File: config.mk
export PLATFORM = sky130hd
export DESIGN_NAME = hazard_control_unit
export DESIGN_NICKNAME = d
export VERILOG_FILES = /design/src/rtl/riscv_pipe_pkg.sv /design/src/rtl/forwarding_unit.sv /design/src/rtl/hazard_control_unit.sv
export SDC_FILE = /design/constraint.sdc
export NUM_CORES = 1
export LEC_CHECK = 0
export CORE_MARGIN = 10
export CORE_UTILIZATION = 45
export CTS_BUF_LIST = sky130_fd_sc_hd__clkbuf_2 sky130_fd_sc_hd__clkbuf_4 sky130_fd_sc_hd__clkbuf_8
export DETAILED_ROUTE_END_ITERATION = 8
export PLACE_DENSITY = 0.85
export SYNTH_ARGS = -nofsm -noshare
export SYNTH_HDL_FRONTEND = slang
export SYNTH_SLANG_ARGS = --single-unit
export TNS_END_PERCENT = 5
File: constraint.sdc
create_clock -name clk -period 7.8 [get_ports clk]
set_clock_uncertainty 0.2 [all_clocks]
set_input_delay 2.34 -clock clk [delete_from_list [all_inputs] [get_ports clk]]
set_output_delay 2.34 -clock clk [all_outputs]
set_load 0.05 [all_outputs]
File: src/rtl/riscv_pipe_pkg.sv
// Shared encodings and helpers for the five-stage RISC-V pipeline control path.
// Holds the hazard FSM state encoding, forwarding selects and per-action control bundle.
package riscv_pipe_pkg;

    typedef logic [4:0] reg_idx_t;

    typedef enum logic [1:0] {
        HCU_RUN    = 2'd0,
        HCU_STALL  = 2'd1,
        HCU_FLUSH  = 2'd2,
        HCU_FREEZE = 2'd3
    } hcu_state_t;

    typedef enum logic [1:0] {
        FWD_REG   = 2'b00,
        FWD_MEMWB = 2'b01,
        FWD_EXMEM = 2'b10
    } fwd_sel_t;

    typedef struct packed {
        logic pc_write;
        logic ifid_write;
        logic ifid_flush;
        logic idex_flush;
        logic pipe_freeze;
    } hcu_ctrl_t;

    // Stage-register controls applied for a given cycle action.
    function automatic hcu_ctrl_t ctrl_for(input hcu_state_t action);
        hcu_ctrl_t c;
        c = '{pc_write: 1'b1, ifid_write: 1'b1, ifid_flush: 1'b0,
              idex_flush: 1'b0, pipe_freeze: 1'b0};
        case (action)
            HCU_FREEZE: begin
                c.pc_write    = 1'b0;
                c.ifid_write  = 1'b0;
                c.pipe_freeze = 1'b1;
            end
            HCU_FLUSH: begin
                c.ifid_flush = 1'b1;
                c.idex_flush = 1'b1;
            end
            HCU_STALL: begin
                c.pc_write   = 1'b0;
                c.ifid_write = 1'b0;
                c.idex_flush = 1'b1;
            end
            default: ;
        endcase
        return c;
    endfunction

    // Controls held on the stage registers while the core is in reset.
    function automatic hcu_ctrl_t ctrl_reset();
        return '{pc_write: 1'b0, ifid_write: 1'b0, ifid_flush: 1'b1,
                 idex_flush: 1'b1, pipe_freeze: 1'b0};
    endfunction

    // A later-stage producer matches an EX source only if it writes a real register.
    function automatic logic producer_hit(input logic we, input reg_idx_t rd,
                                          input reg_idx_t src);
        return we && (rd != 5'd0) && (rd == src);
    endfunction

    function automatic fwd_sel_t fwd_pick(input logic exmem_we, input reg_idx_t exmem_rd,
                                          input logic memwb_we, input reg_idx_t memwb_rd,
                                          input reg_idx_t src);
        if (producer_hit(exmem_we, exmem_rd, src))
            return FWD_EXMEM;
        else if (producer_hit(memwb_we, memwb_rd, src))
            return FWD_MEMWB;
        else
            return FWD_REG;
    endfunction

endpackage

File: src/rtl/forwarding_unit.sv
// Combinational EX-stage operand forwarding; the youngest producer (EX/MEM) wins.
module forwarding_unit
    import riscv_pipe_pkg::*;
(
    input  logic       exmem_reg_write,
    input  logic [4:0] exmem_rd,
    input  logic       memwb_reg_write,
    input  logic [4:0] memwb_rd,
    input  logic [4:0] idex_rs1,
    input  logic [4:0] idex_rs2,
    output logic [1:0] forward_a,
    output logic [1:0] forward_b
);

    fwd_sel_t sel_a;
    fwd_sel_t sel_b;

    always_comb begin
        sel_a = fwd_pick(exmem_reg_write, exmem_rd, memwb_reg_write, memwb_rd, idex_rs1);
        sel_b = fwd_pick(exmem_reg_write, exmem_rd, memwb_reg_write, memwb_rd, idex_rs2);
    end

    assign forward_a = sel_a;
    assign forward_b = sel_b;

endmodule

File: src/rtl/hazard_control_unit.sv
// Pipeline hazard/control: picks FREEZE > FLUSH > STALL > RUN each cycle, drives the
// stage-register controls and forwarding, and records the action for CPI counters.
module hazard_control_unit
    import riscv_pipe_pkg::*;
#(
    parameter int CNT_W = 32
) (
    input  logic             clk,
    input  logic             reset,
    input  logic [4:0]       id_rs1,
    input  logic [4:0]       id_rs2,
    input  logic             id_rs1_used,
    input  logic             id_rs2_used,
    input  logic [4:0]       idex_rs1,
    input  logic [4:0]       idex_rs2,
    input  logic [4:0]       idex_rd,
    input  logic             idex_mem_read,
    input  logic             ex_branch_taken,
    input  logic [4:0]       exmem_rd,
    input  logic [4:0]       memwb_rd,
    input  logic             exmem_reg_write,
    input  logic             memwb_reg_write,
    input  logic             mem_busy,
    output logic             pc_write,
    output logic             ifid_write,
    output logic             ifid_flush,
    output logic             idex_flush,
    output logic             pipe_freeze,
    output logic [1:0]       forward_a,
    output logic [1:0]       forward_b,
    output logic [1:0]       hcu_state,
    output logic [CNT_W-1:0] stall_count,
    output logic [CNT_W-1:0] flush_count,
    output logic [CNT_W-1:0] freeze_count
);

    logic       load_use;
    hcu_state_t action;
    hcu_state_t state_q;
    hcu_ctrl_t  ctrl;
    logic [1:0] fwd_a_raw;
    logic [1:0] fwd_b_raw;

    forwarding_unit u_forwarding (
        .exmem_reg_write (exmem_reg_write),
        .exmem_rd        (exmem_rd),
        .memwb_reg_write (memwb_reg_write),
        .memwb_rd        (memwb_rd),
        .idex_rs1        (idex_rs1),
        .idex_rs2        (idex_rs2),
        .forward_a       (fwd_a_raw),
        .forward_b       (fwd_b_raw)
    );

    always_comb begin
        load_use = idex_mem_read && (idex_rd != 5'd0) &&
                   ((id_rs1_used && (id_rs1 == idex_rd)) ||
                    (id_rs2_used && (id_rs2 == idex_rd)));
    end

    // A taken branch stays parked in EX during a freeze and is acted on afterwards.
    always_comb begin
        if (mem_busy)
            action = HCU_FREEZE;
        else if (ex_branch_taken)
            action = HCU_FLUSH;
        else if (load_use)
            action = HCU_STALL;
        else
            action = HCU_RUN;
    end

    always_comb begin
        ctrl = reset ? ctrl_reset() : ctrl_for(action);
    end

    assign pc_write    = ctrl.pc_write;
    assign ifid_write  = ctrl.ifid_write;
    assign ifid_flush  = ctrl.ifid_flush;
    assign idex_flush  = ctrl.idex_flush;
    assign pipe_freeze = ctrl.pipe_freeze;
    assign forward_a   = reset ? FWD_REG : fwd_a_raw;
    assign forward_b   = reset ? FWD_REG : fwd_b_raw;
    assign hcu_state   = state_q;

    // Counters saturate so long CPI runs never alias back to small values.
    always_ff @(posedge clk) begin
        if (reset) begin
            state_q      <= HCU_RUN;
            stall_count  <= '0;
            flush_count  <= '0;
            freeze_count <= '0;
        end else begin
            state_q <= action;
            if (action == HCU_STALL && stall_count != '1)
                stall_count <= stall_count + CNT_W'(1);
            if (action == HCU_FLUSH && flush_count != '1)
                flush_count <= flush_count + CNT_W'(1);
            if (action == HCU_FREEZE && freeze_count != '1)
                freeze_count <= freeze_count + CNT_W'(1);
        end
    end

endmodule

After elaboration in Yosys (flattened, before gate mapping)
Index checks and enable logic that the tools add are counted.
{"block": "word_totals", "output_inout_bits": 107, "ff_bits": 98}
{"block": "classes", "eq_ne": 12, "addsub": 3, "muxes": 14, "n_reduce_logical": 19}
{"cell": "$add 32x1->32 const B", "count": 3}
{"cell": "$ne 32x32->1 const B", "count": 3}
{"cell": "$eq 5x5->1", "count": 6}
{"cell": "$reduce_bool 5->1", "count": 3}
{"cell": "$mux 2", "count": 7}
{"cell": "$logic_and 1x1->1", "count": 13}
{"cell": "$mux 1", "count": 6}
{"cell": "$mux 5", "count": 1}
{"cell": "$eq 2x2->1 const B", "count": 2}
{"cell": "$reduce_or 2->1", "count": 2}
{"cell": "$eq 2x1->1 const B", "count": 1}
{"cell": "$logic_or 1x1->1", "count": 1}

Longest topological paths before layout
Gate-level depths: netlist (run 1).
{"block": "logic_depth", "depth_word": 11, "mapped_depth": 11, "depth_no_buf": 11}

By module
From an unflattened synthesis (run 1), not the netlist that was laid out.
{"block": "unflattened", "cells_unflattened": 668, "area_unflattened_um2": 5494.0}
{"module": "hazard_control_unit", "cells_each": 634, "area_each_um2": 5236.3, "n_inst": 1, "seq_area_each_um2": 1961.9}
{"module": "forwarding_unit", "cells_each": 34, "area_each_um2": 257.7, "n_inst": 1, "seq_area_each_um2": 0.0}

Worst setup path before layout (run 1)
No wires, ideal clock.
{"block": "synth_path", "kind": "input to output", "from": "in exmem_rd[1]", "to": "out forward_a[0]", "t_required_ps": 5260, "arrival_ps": 4810, "setup_slack_ps": 450, "path_stages": 4, "path_buffers": 0, "cell_sequence": "or4_1 -> o21ai_0 -> nor3_1 -> nor4_1"}
{"block": "synth_via", "elab_chain_len": 5}
{"item": "start, declared", "line": "hazard_control_unit.sv:19", "rtl": "input logic [4:0] exmem_rd,"}
{"item": "$reduce_bool 5->1", "line": "riscv_pipe_pkg.sv:62", "rtl": "return we && (rd != 5'd0) && (rd == src);"}
{"item": "$logic_and 1x1->1", "line": "riscv_pipe_pkg.sv:62"}
{"item": "$logic_and 1x1->1 *", "line": "riscv_pipe_pkg.sv:62"}
{"item": "$mux 2 *", "line": "riscv_pipe_pkg.sv:68", "rtl": "if (producer_hit(exmem_we, exmem_rd, src))"}
{"item": "$mux 2 *", "line": "hazard_control_unit.sv:82", "rtl": "assign forward_a = reset ? FWD_REG : fwd_a_raw;"}
{"item": "end, declared", "line": "hazard_control_unit.sv:29", "rtl": "output logic [1:0] forward_a,"}
Every way passes the cells marked *; elsewhere a longest branch is shown, timed or not.

Worst setup path after layout (run 1)
{"block": "layout_path", "from": "in idex_rd[1]", "to": "out idex_flush"}
{"block": "layout_via", "elab_chain_len": 11}
{"item": "start, declared", "line": "hazard_control_unit.sv:16", "rtl": "input logic [4:0] idex_rd,"}
{"item": "$eq 5x5->1 (on tied branches)", "line": "hazard_control_unit.sv:57, hazard_control_unit.sv:58"}
{"item": "$logic_and 1x1->1 (on tied branches)", "line": "hazard_control_unit.sv:57, hazard_control_unit.sv:58"}
{"item": "$logic_or 1x1->1", "line": "hazard_control_unit.sv:57", "rtl": "((id_rs1_used && (id_rs1 == idex_rd)) ||"}
{"item": "$logic_and 1x1->1 *", "line": "hazard_control_unit.sv:56", "rtl": "load_use = idex_mem_read && (idex_rd != 5'd0) &&"}
{"item": "$mux 1 *", "line": "hazard_control_unit.sv:67", "rtl": "else if (load_use)"}
{"item": "$mux 2 *", "line": "hazard_control_unit.sv:65", "rtl": "else if (ex_branch_taken)"}
{"item": "$mux 2 *", "line": "hazard_control_unit.sv:63", "rtl": "if (mem_busy)"}
{"item": "named net action[0]", "line": "hazard_control_unit.sv:38", "rtl": "hcu_state_t action;"}
{"item": "$eq 2x1->1 / $eq 2x2->1 (equally long branches)", "line": "riscv_pipe_pkg.sv:33", "rtl": "case (action)"}
{"item": "$reduce_or 2->1 (no source line) *"}
{"item": "$mux 1 *", "line": "riscv_pipe_pkg.sv:33"}
{"item": "$mux 5 *", "line": "hazard_control_unit.sv:74", "rtl": "ctrl = reset ? ctrl_reset() : ctrl_for(action);"}
{"item": "end, declared", "line": "hazard_control_unit.sv:27", "rtl": "output logic idex_flush,"}
Mark *: on every way through the listed nets, which the timed path passes. The rest lies on a longest branch.

==> results.cfg, run 1 <==
[detailed_routing]
drc = 0
detailroute.via_count = 5440
antenna_violating_nets_post_route = 0
vias_per_cell = 5.88
detail_route.iter0.violations = 421
drt_wl_total_um = 16100
length_of_the_first_detailed_routing_pass_in_iterations = 4
routed_wire_length_per_instance_um = 17.4

[floorplanning]
die_width_um = 129
initial_core_utilization_pct = 46.5
core_um2 = 11500
die_h_um = 129
floorplan.rows = 39
die-area_um2 = 16700
ios = 151

[clock_network]
clk_root_buffer_cell = sky130_fd_sc_hd__clkbuf_8
htreeDepth = 3
ctsHoldBuffers = 0
clockBufferDepth = 2
clkTransAtPathRegs_ns = 0.08
cts_inserted_buffers = 9
cts_num_sinks = 98
ctsResizeCount = 0
tritoncts = yes
clkLatencyLatePin_ns = 0.38
post-cts-setup-buffer-count = 0

[sta]
final_max_slew_viol_count = 0
min_period_over_period_pct = 92.3
grt_setup_unrepaired = no
worst_pin_slew_ns = 1.00
max_clock_freq_ghz = 0.139
setup_viols_final = 0
max_slew_headroom_at_the_worst_pin_pct = 32.9
fin_hold_ws_ns = 0.314
fin_ws_ns = 0.602
final.setup.tns_ns = 0
finalCriticalPeriod_ns = 7.20
final_hold_viol_count = 0

[logic_synthesis]
syn_area_per_cell_um2 = 8.31
yosys.area.top_type_share_pct = 36.7
mappedNetlistNets = 693
synth.ff_latch_count = 98
total_of_warnings_raised_by_yosys = 0
synth_enable_flop_cells = 0
ys_dominant_reg_cell = sky130_fd_sc_hd__dfxtp_1
synth_cells = 644
post_synthesis_async_set_or_reset_flop_share_pct = 0
cell_area_after_technology_mapping_um2 = 5350
synth_top_cell_by_area = sky130_fd_sc_hd__dfxtp_1
yosys-top-cells-area = sky130_fd_sc_hd__dfxtp_1, sky130_fd_sc_hd__xnor2_1, sky130_fd_sc_hd__nor2_1
part_of_the_yosys_area_used_for_sequential_elements_pct = 36.7
yosysUniqueCellTypes = 55

[critical_path]
cp-start-kind = input pin
worst_ep_required_time_ns = 5.26
cp_max_fo = 3
worst-endpoint-arrival_ns = 4.66
reg2reg_path_depth = 5
cp-end-kind = output port
critical_path_class = in -> out

[pwr]
seq_power_share_pct = 55.8
comb_power_share_pct = 10.6
leakagePower_nw = 2.18
netSwitchingPower_mw = 0.228
p_int_mw = 0.679
power_switching_share_pct = 25.1
power.density_nw_per_um2 = 128
irDropWorstVdd_uv = 82.6
clock_power_share_pct = 33.6

[layout]
final.fill_count = 999
count_of_nets_after_finishing = 828
drive_gt1_share_pct = 6.27
fin_area_um2 = 7060
multi_input_logic_area_um2 = 3170
finish.cell_count_without_fillers = 925
seq_area_um2 = 1960
layout-area-overhead-vs-synth_pct = 31.9
antenna_cells = 0

[hold_path]
hold_removal_path_class = reg -> reg
timing.hold.worst_path_depth = 2

[placed_design]
gp_congestion = 0.872
placed_cells_incl_taps = 911
detailedPlace.worstSlack_ns = 0.601
io_buffers = 150
dp_hpwl_um = 12200
placedInstanceArea_um2 = 6890

[grt]
grt_pass1_vias = 5504
pin_count_of_the_biggest_net_entering_global_routing = 61
grt_usage_pct = 19.1
globalRouteOverflowTotal = 0
antenna_violations_before_repair = 0
grt_first_pass_wirelength_um = 26500

[status]
run_status = finished, final reports clean

[flow_run]
maxCapViolCount = 0
[layout make-up]
cell class / count / area share, %
clock inverters: 2 / 0.195
clock buffers: 12 / 2.25
repair buffers: 153 / 21.3
well taps: 143 / 2.53
flip-flops and latches: 98 / 27.8
multi-input cells: 498 / 44.9
inverters: 19 / 1.01
[cell usage in the layout (no fill, tap or decap), drive strengths merged, types with 8 or more instances in the layout]
cell type,count
nor2b,13
nor4,17
nor2,66
a21oi,43
nand3,33
o31ai,10
nor3,9
nand4,28
or4,15
a211oi,12
xnor2,57
dfxtp,98
clkdlybuf4s50,143
or3,31
a31oi,8
buf,10
mux2,8
clkbuf,12
and4,12
o21ai,31
inv,19
xor2,14
nand2,37
[through the flow]
step                util (%)  total power, mW
floorplan                  -            0.569
global placement        59.8            0.610
detailed placement      59.8            0.614
CTS                     61.3            0.916
global route            61.3            0.944
finish                  61.3            0.906
[Yosys cell counts (2+ instances only)]
cell type,instances
sky130_fd_sc_hd__dfxtp_1,98
sky130_fd_sc_hd__or4_1,14
sky130_fd_sc_hd__nand3b_1,3
sky130_fd_sc_hd__nand3_1,33
sky130_fd_sc_hd__a21o_1,2
sky130_fd_sc_hd__nand2b_1,3
sky130_fd_sc_hd__ha_1,5
sky130_fd_sc_hd__a31oi_1,8
sky130_fd_sc_hd__buf_4,2
sky130_fd_sc_hd__xnor2_1,57
sky130_fd_sc_hd__or3_1,28
sky130_fd_sc_hd__mux2i_1,3
sky130_fd_sc_hd__a211oi_1,12
sky130_fd_sc_hd__nor2_1,66
sky130_fd_sc_hd__a21oi_1,43
sky130_fd_sc_hd__xor2_1,14
sky130_fd_sc_hd__nand4_1,27
sky130_fd_sc_hd__clkbuf_8,3
sky130_fd_sc_hd__mux2_2,8
sky130_fd_sc_hd__a31o_2,4
sky130_fd_sc_hd__a2111oi_0,6
sky130_fd_sc_hd__and4_1,11
sky130_fd_sc_hd__nor3_1,8
sky130_fd_sc_hd__and3_1,5
sky130_fd_sc_hd__o21ai_0,31
sky130_fd_sc_hd__clkbuf_1,22
sky130_fd_sc_hd__or3_2,3
sky130_fd_sc_hd__a2111o_1,2
sky130_fd_sc_hd__and2_1,5
sky130_fd_sc_hd__inv_1,19
sky130_fd_sc_hd__nand2_1,37
sky130_fd_sc_hd__buf_2,2
sky130_fd_sc_hd__nor4b_1,3
sky130_fd_sc_hd__nor4_1,15
sky130_fd_sc_hd__nor4_2,2
sky130_fd_sc_hd__o31ai_1,9
sky130_fd_sc_hd__nor2b_1,13
[power by group through the flow]
stage,combinational (mW),clock [mW],sequential (mW)
2_1_floorplan,0.0429,0,0.526
3_3_place_gp,0.0926,0,0.518
3_5_place_dp,0.0959,0,0.518
4_1_cts,0.0965,0.314,0.506
5_1_grt,0.103,0.334,0.507
6_report,0.0958,0.304,0.506
[cells by family after synthesis]
family / Yosys count / share of synthesized area [%]
AO/OA/AOI/OAI: 125 / 14.5
flip-flops: 98 / 36.7
AND/OR/NAND/NOR: 286 / 29.7
multiplexers: 11 / 2.25
adder cells (fa/ha/maj): 5 / 1.17
buffers and inverters: 48 / 4.12
XOR/XNOR: 71 / 11.6
[per-layer routing]
layer,global-route usage (%),wire [µm],vias up
met5,0,0,-
met1,20.4,6400,2611
met4,7.83,280,0
met2,33.8,8100,186
met3,6.81,1330,22
li1,-,-,2621
[worst paths after layout]
check	startpoint	end	slack, ns
worst max register to register	stall_count[14]	stall_count[5]	4.92
worst min register to register	freeze_count[9]	freeze_count[9]	0.31
worst min-delay path	freeze_count[9]	freeze_count[9]	0.31
worst max-delay path	idex_rd[1]	idex_flush	0.60
[registers in the layout, indices dropped and copies added (netlist names)]
| register | cells |
|---|---|
| flush_count | 32 |
| freeze_count | 32 |
| hcu_state | 2 |
| stall_count | 32 |
[critical path: stages]
cell and delay, ns:
sky130_fd_sc_hd__clkdlybuf4s50_1 0.47, sky130_fd_sc_hd__or4_1 0.56, sky130_fd_sc_hd__nor2_1 0.12, sky130_fd_sc_hd__nor3b_1 0.07, sky130_fd_sc_hd__a21oi_1 0.26, sky130_fd_sc_hd__inv_1 0.10
sky130_fd_sc_hd__ha_1 0.29, sky130_fd_sc_hd__or2_2 0.27, sky130_fd_sc_hd__buf_4 0.19
No activity file was read; power rests on OpenSTA's default activity.
==> inputs of run 2 (changes only) <==
--- a/config.mk
+++ b/config.mk
@@ -5,11 +5,12 @@
 export SDC_FILE = /design/constraint.sdc
 export NUM_CORES = 1
 export LEC_CHECK = 0
-export CORE_MARGIN = 10
+export CORE_MARGIN = 8
 export CORE_UTILIZATION = 45
 export CTS_BUF_LIST = sky130_fd_sc_hd__clkbuf_2 sky130_fd_sc_hd__clkbuf_4 sky130_fd_sc_hd__clkbuf_8
 export DETAILED_ROUTE_END_ITERATION = 8
 export PLACE_DENSITY = 0.85
+export SETUP_SLACK_MARGIN = 0.02
 export SYNTH_ARGS = -nofsm -noshare
 export SYNTH_HDL_FRONTEND = slang
 export SYNTH_SLANG_ARGS = --single-unit
==> run 2 against run 1 <==
  * Worst setup slack improved by 0.047 ns
  * Via count fell by 3.2%
  * Maximum frequency rose by 0.65%
  * Core utilization fell by 1.2 points
  * Non-clock buffer count did not move
  * Critical path type unchanged
  * Highest routed layer unchanged
==> results.cfg, run 2 (synthesis gave the netlist of run 1 again) <==
[status]
run_status = finished, final reports clean

[critical_path]
cp-start-kind = input pin
rr_startpoint = stall_count[14]
crit-reg2reg-capture = stall_count[1]
startpoint = idex_rd[1]
worst-r2r-setup-slack_ns = 5.04
critical_path_cell_count = 9
worst_setup_path_endpoint = idex_flush
critical_path_class = in -> out
reg2reg_path_depth = 5
cp_max_fo = 3
cp.buffers_inverters = 3
timing.critical_path.slowest_stage_cell = sky130_fd_sc_hd__or4_1
critical_path.cell_chain = clkdlybuf4s50_1 > or4_1 > nor2_1 > nor3b_1 > a21oi_1 > inv_1 > ha_1 > or2_2 > buf_4
worst-endpoint-arrival_ns = 4.61
worst_path_dominant_cell_family = simple AND/OR/NAND/NOR gates
critical_path.max_stage_delay_ns = 0.54
cp-end-kind = output port
worst_ep_required_time_ns = 5.26

[pwr]
netSwitchingPower_mw = 0.248
p_int_mw = 0.699
clock_power_share_pct = 36.6
total_power_mw = 0.947
irDropWorstVdd_uv = 68.3
comb_power_share_pct = 9.9
leakagePower_nw = 2.19
power_switching_share_pct = 26.2
seq_power_share_pct = 53.5
power.density_nw_per_um2 = 133

[detailed_routing]
detailroute.via_count = 5264
length_of_the_first_detailed_routing_pass_in_iterations = 5
drc = 0
routed_wire_length_per_instance_um = 15.7
vias_per_cell = 5.65
detail_route.iter0.violations = 382
antenna_violating_nets_post_route = 0
drt_wl_total_um = 14600

[clock_network]
tritoncts = yes
post-cts-setup-buffer-count = 0
ctsHoldBuffers = 0
clockBufferDepth = 2
cts_num_sinks = 98
ctsResizeCount = 0
clk_root_buffer_cell = sky130_fd_sc_hd__clkbuf_8
clkLatencyLatePin_ns = 0.38
cts_inserted_buffers = 9
htreeDepth = 3
clkTransAtPathRegs_ns = 0.11

[sta]
setup_viols_final = 0
grt_setup_unrepaired = no
final_max_slew_viol_count = 0
min_period_over_period_pct = 91.7
final.setup.tns_ns = 0
worst_pin_slew_ns = 0.930
fin_ws_ns = 0.649
max_slew_headroom_at_the_worst_pin_pct = 37.6
final_hold_viol_count = 0
max_clock_freq_ghz = 0.140
finalCriticalPeriod_ns = 7.15

[grt]
grt_pass1_vias = 4815
globalRouteOverflowTotal = 0
grt_first_pass_wirelength_um = 24100
pin_count_of_the_biggest_net_entering_global_routing = 60
grt_usage_pct = 18.3
antenna_violations_before_repair = 0

[floorplanning]
ios = 151
floorplan.rows = 40
die-area_um2 = 15600
initial_core_utilization_pct = 45.3
die_h_um = 125
core_um2 = 11800
die_width_um = 125

[placed_design]
dp_hpwl_um = 10900
gp_congestion = 0.823
io_buffers = 150
detailedPlace.worstSlack_ns = 0.648

[layout]
layout_common_cells = sky130_fd_sc_hd__clkdlybuf4s50_1, sky130_fd_sc_hd__dfxtp_1, sky130_fd_sc_hd__nor2_1
mostFrequentLayoutCell = sky130_fd_sc_hd__clkdlybuf4s50_1
antenna_cells = 0
drive_gt1_share_pct = 6.51
layout-area-overhead-vs-synth_pct = 32.7
count_of_nets_after_finishing = 828
final.fill_count = 1066
top_regs = flush_count (32), freeze_count (32), stall_count (32)

[hold_path]
hold_removal_path_class = reg -> reg

[flow_run]
maxCapViolCount = 0
run 2: cell count changes in the layout (fill, tap and decap cells not counted), sizes merged:
cell    change
bufinv      +1
inv         +2
clkinv      +2
clkbuf      -3
run 2: power by group through the flow:
stage | sequential, mW | combinational [mW] | clock, mW
after floorplan | 0.526 | 0.0429 | 0
after global placement | 0.518 | 0.0936 | 0
after detailed placement | 0.518 | 0.0946 | 0
after CTS | 0.506 | 0.0948 | 0.354
after global routing | 0.507 | 0.101 | 0.378
final | 0.506 | 0.0938 | 0.347
run 2: final cells by class:
class                      count  area (µm²)  share of cell area, %
multi-input combinational    498        3170                   44.6
sequential                    98        1960                   27.6
timing repair buffer         153        1510                   21.2
tap                          147         184                   2.59
clock buffer                   9         124                   1.74
clock inverter                 7        86.3                   1.22
inverter                      19        71.3                   1.00
run 2: worst min-delay path by stage:
| stage | startpoint | end | slack, ns | depth (start not counted) |
|---|---|---|---|---|
| floorplan | freeze_count[9] | freeze_count[9] | 0.51 | 2 |
| global placement | flush_count[12] | flush_count[12] | 0.28 | 2 |
| detailed placement | freeze_count[19] | freeze_count[19] | 0.29 | 2 |
| CTS | freeze_count[9] | freeze_count[9] | 0.31 | 2 |
| global route | freeze_count[19] | freeze_count[19] | 0.32 | 2 |
| finish | freeze_count[19] | freeze_count[19] | 0.30 | 2 |
run 2: metal layers:
layer	vias up	share of wire [%]	GRT usage, %
met5	-	0	0
met4	0	1.3	5.73
met3	16	8.5	6.93
met2	147	47	30.0
met1	2476	43	21.6
li1	2625	-	-
run 2: stage by stage:
stage | area (µm²) | util (%) | hold slack, ns | std cells
final | 7100 | 60.1 | 0.304 | 931
after global routing | 7100 | 60.1 | 0.322 | 931
after CTS | 7100 | 60.1 | 0.306 | 931
after detailed placement | 6890 | 58.3 | 0.286 | 915
after global placement | 6890 | 58.3 | 0.282 | 915
after floorplan | 5350 | - | 0.512 | 644
run 2: tightest hold or removal path, delay by kind of cell (launching register included):
family             cells  cell delay, ns
DFF                    1            0.34
AOI/OAI and AO/OA      2            0.12
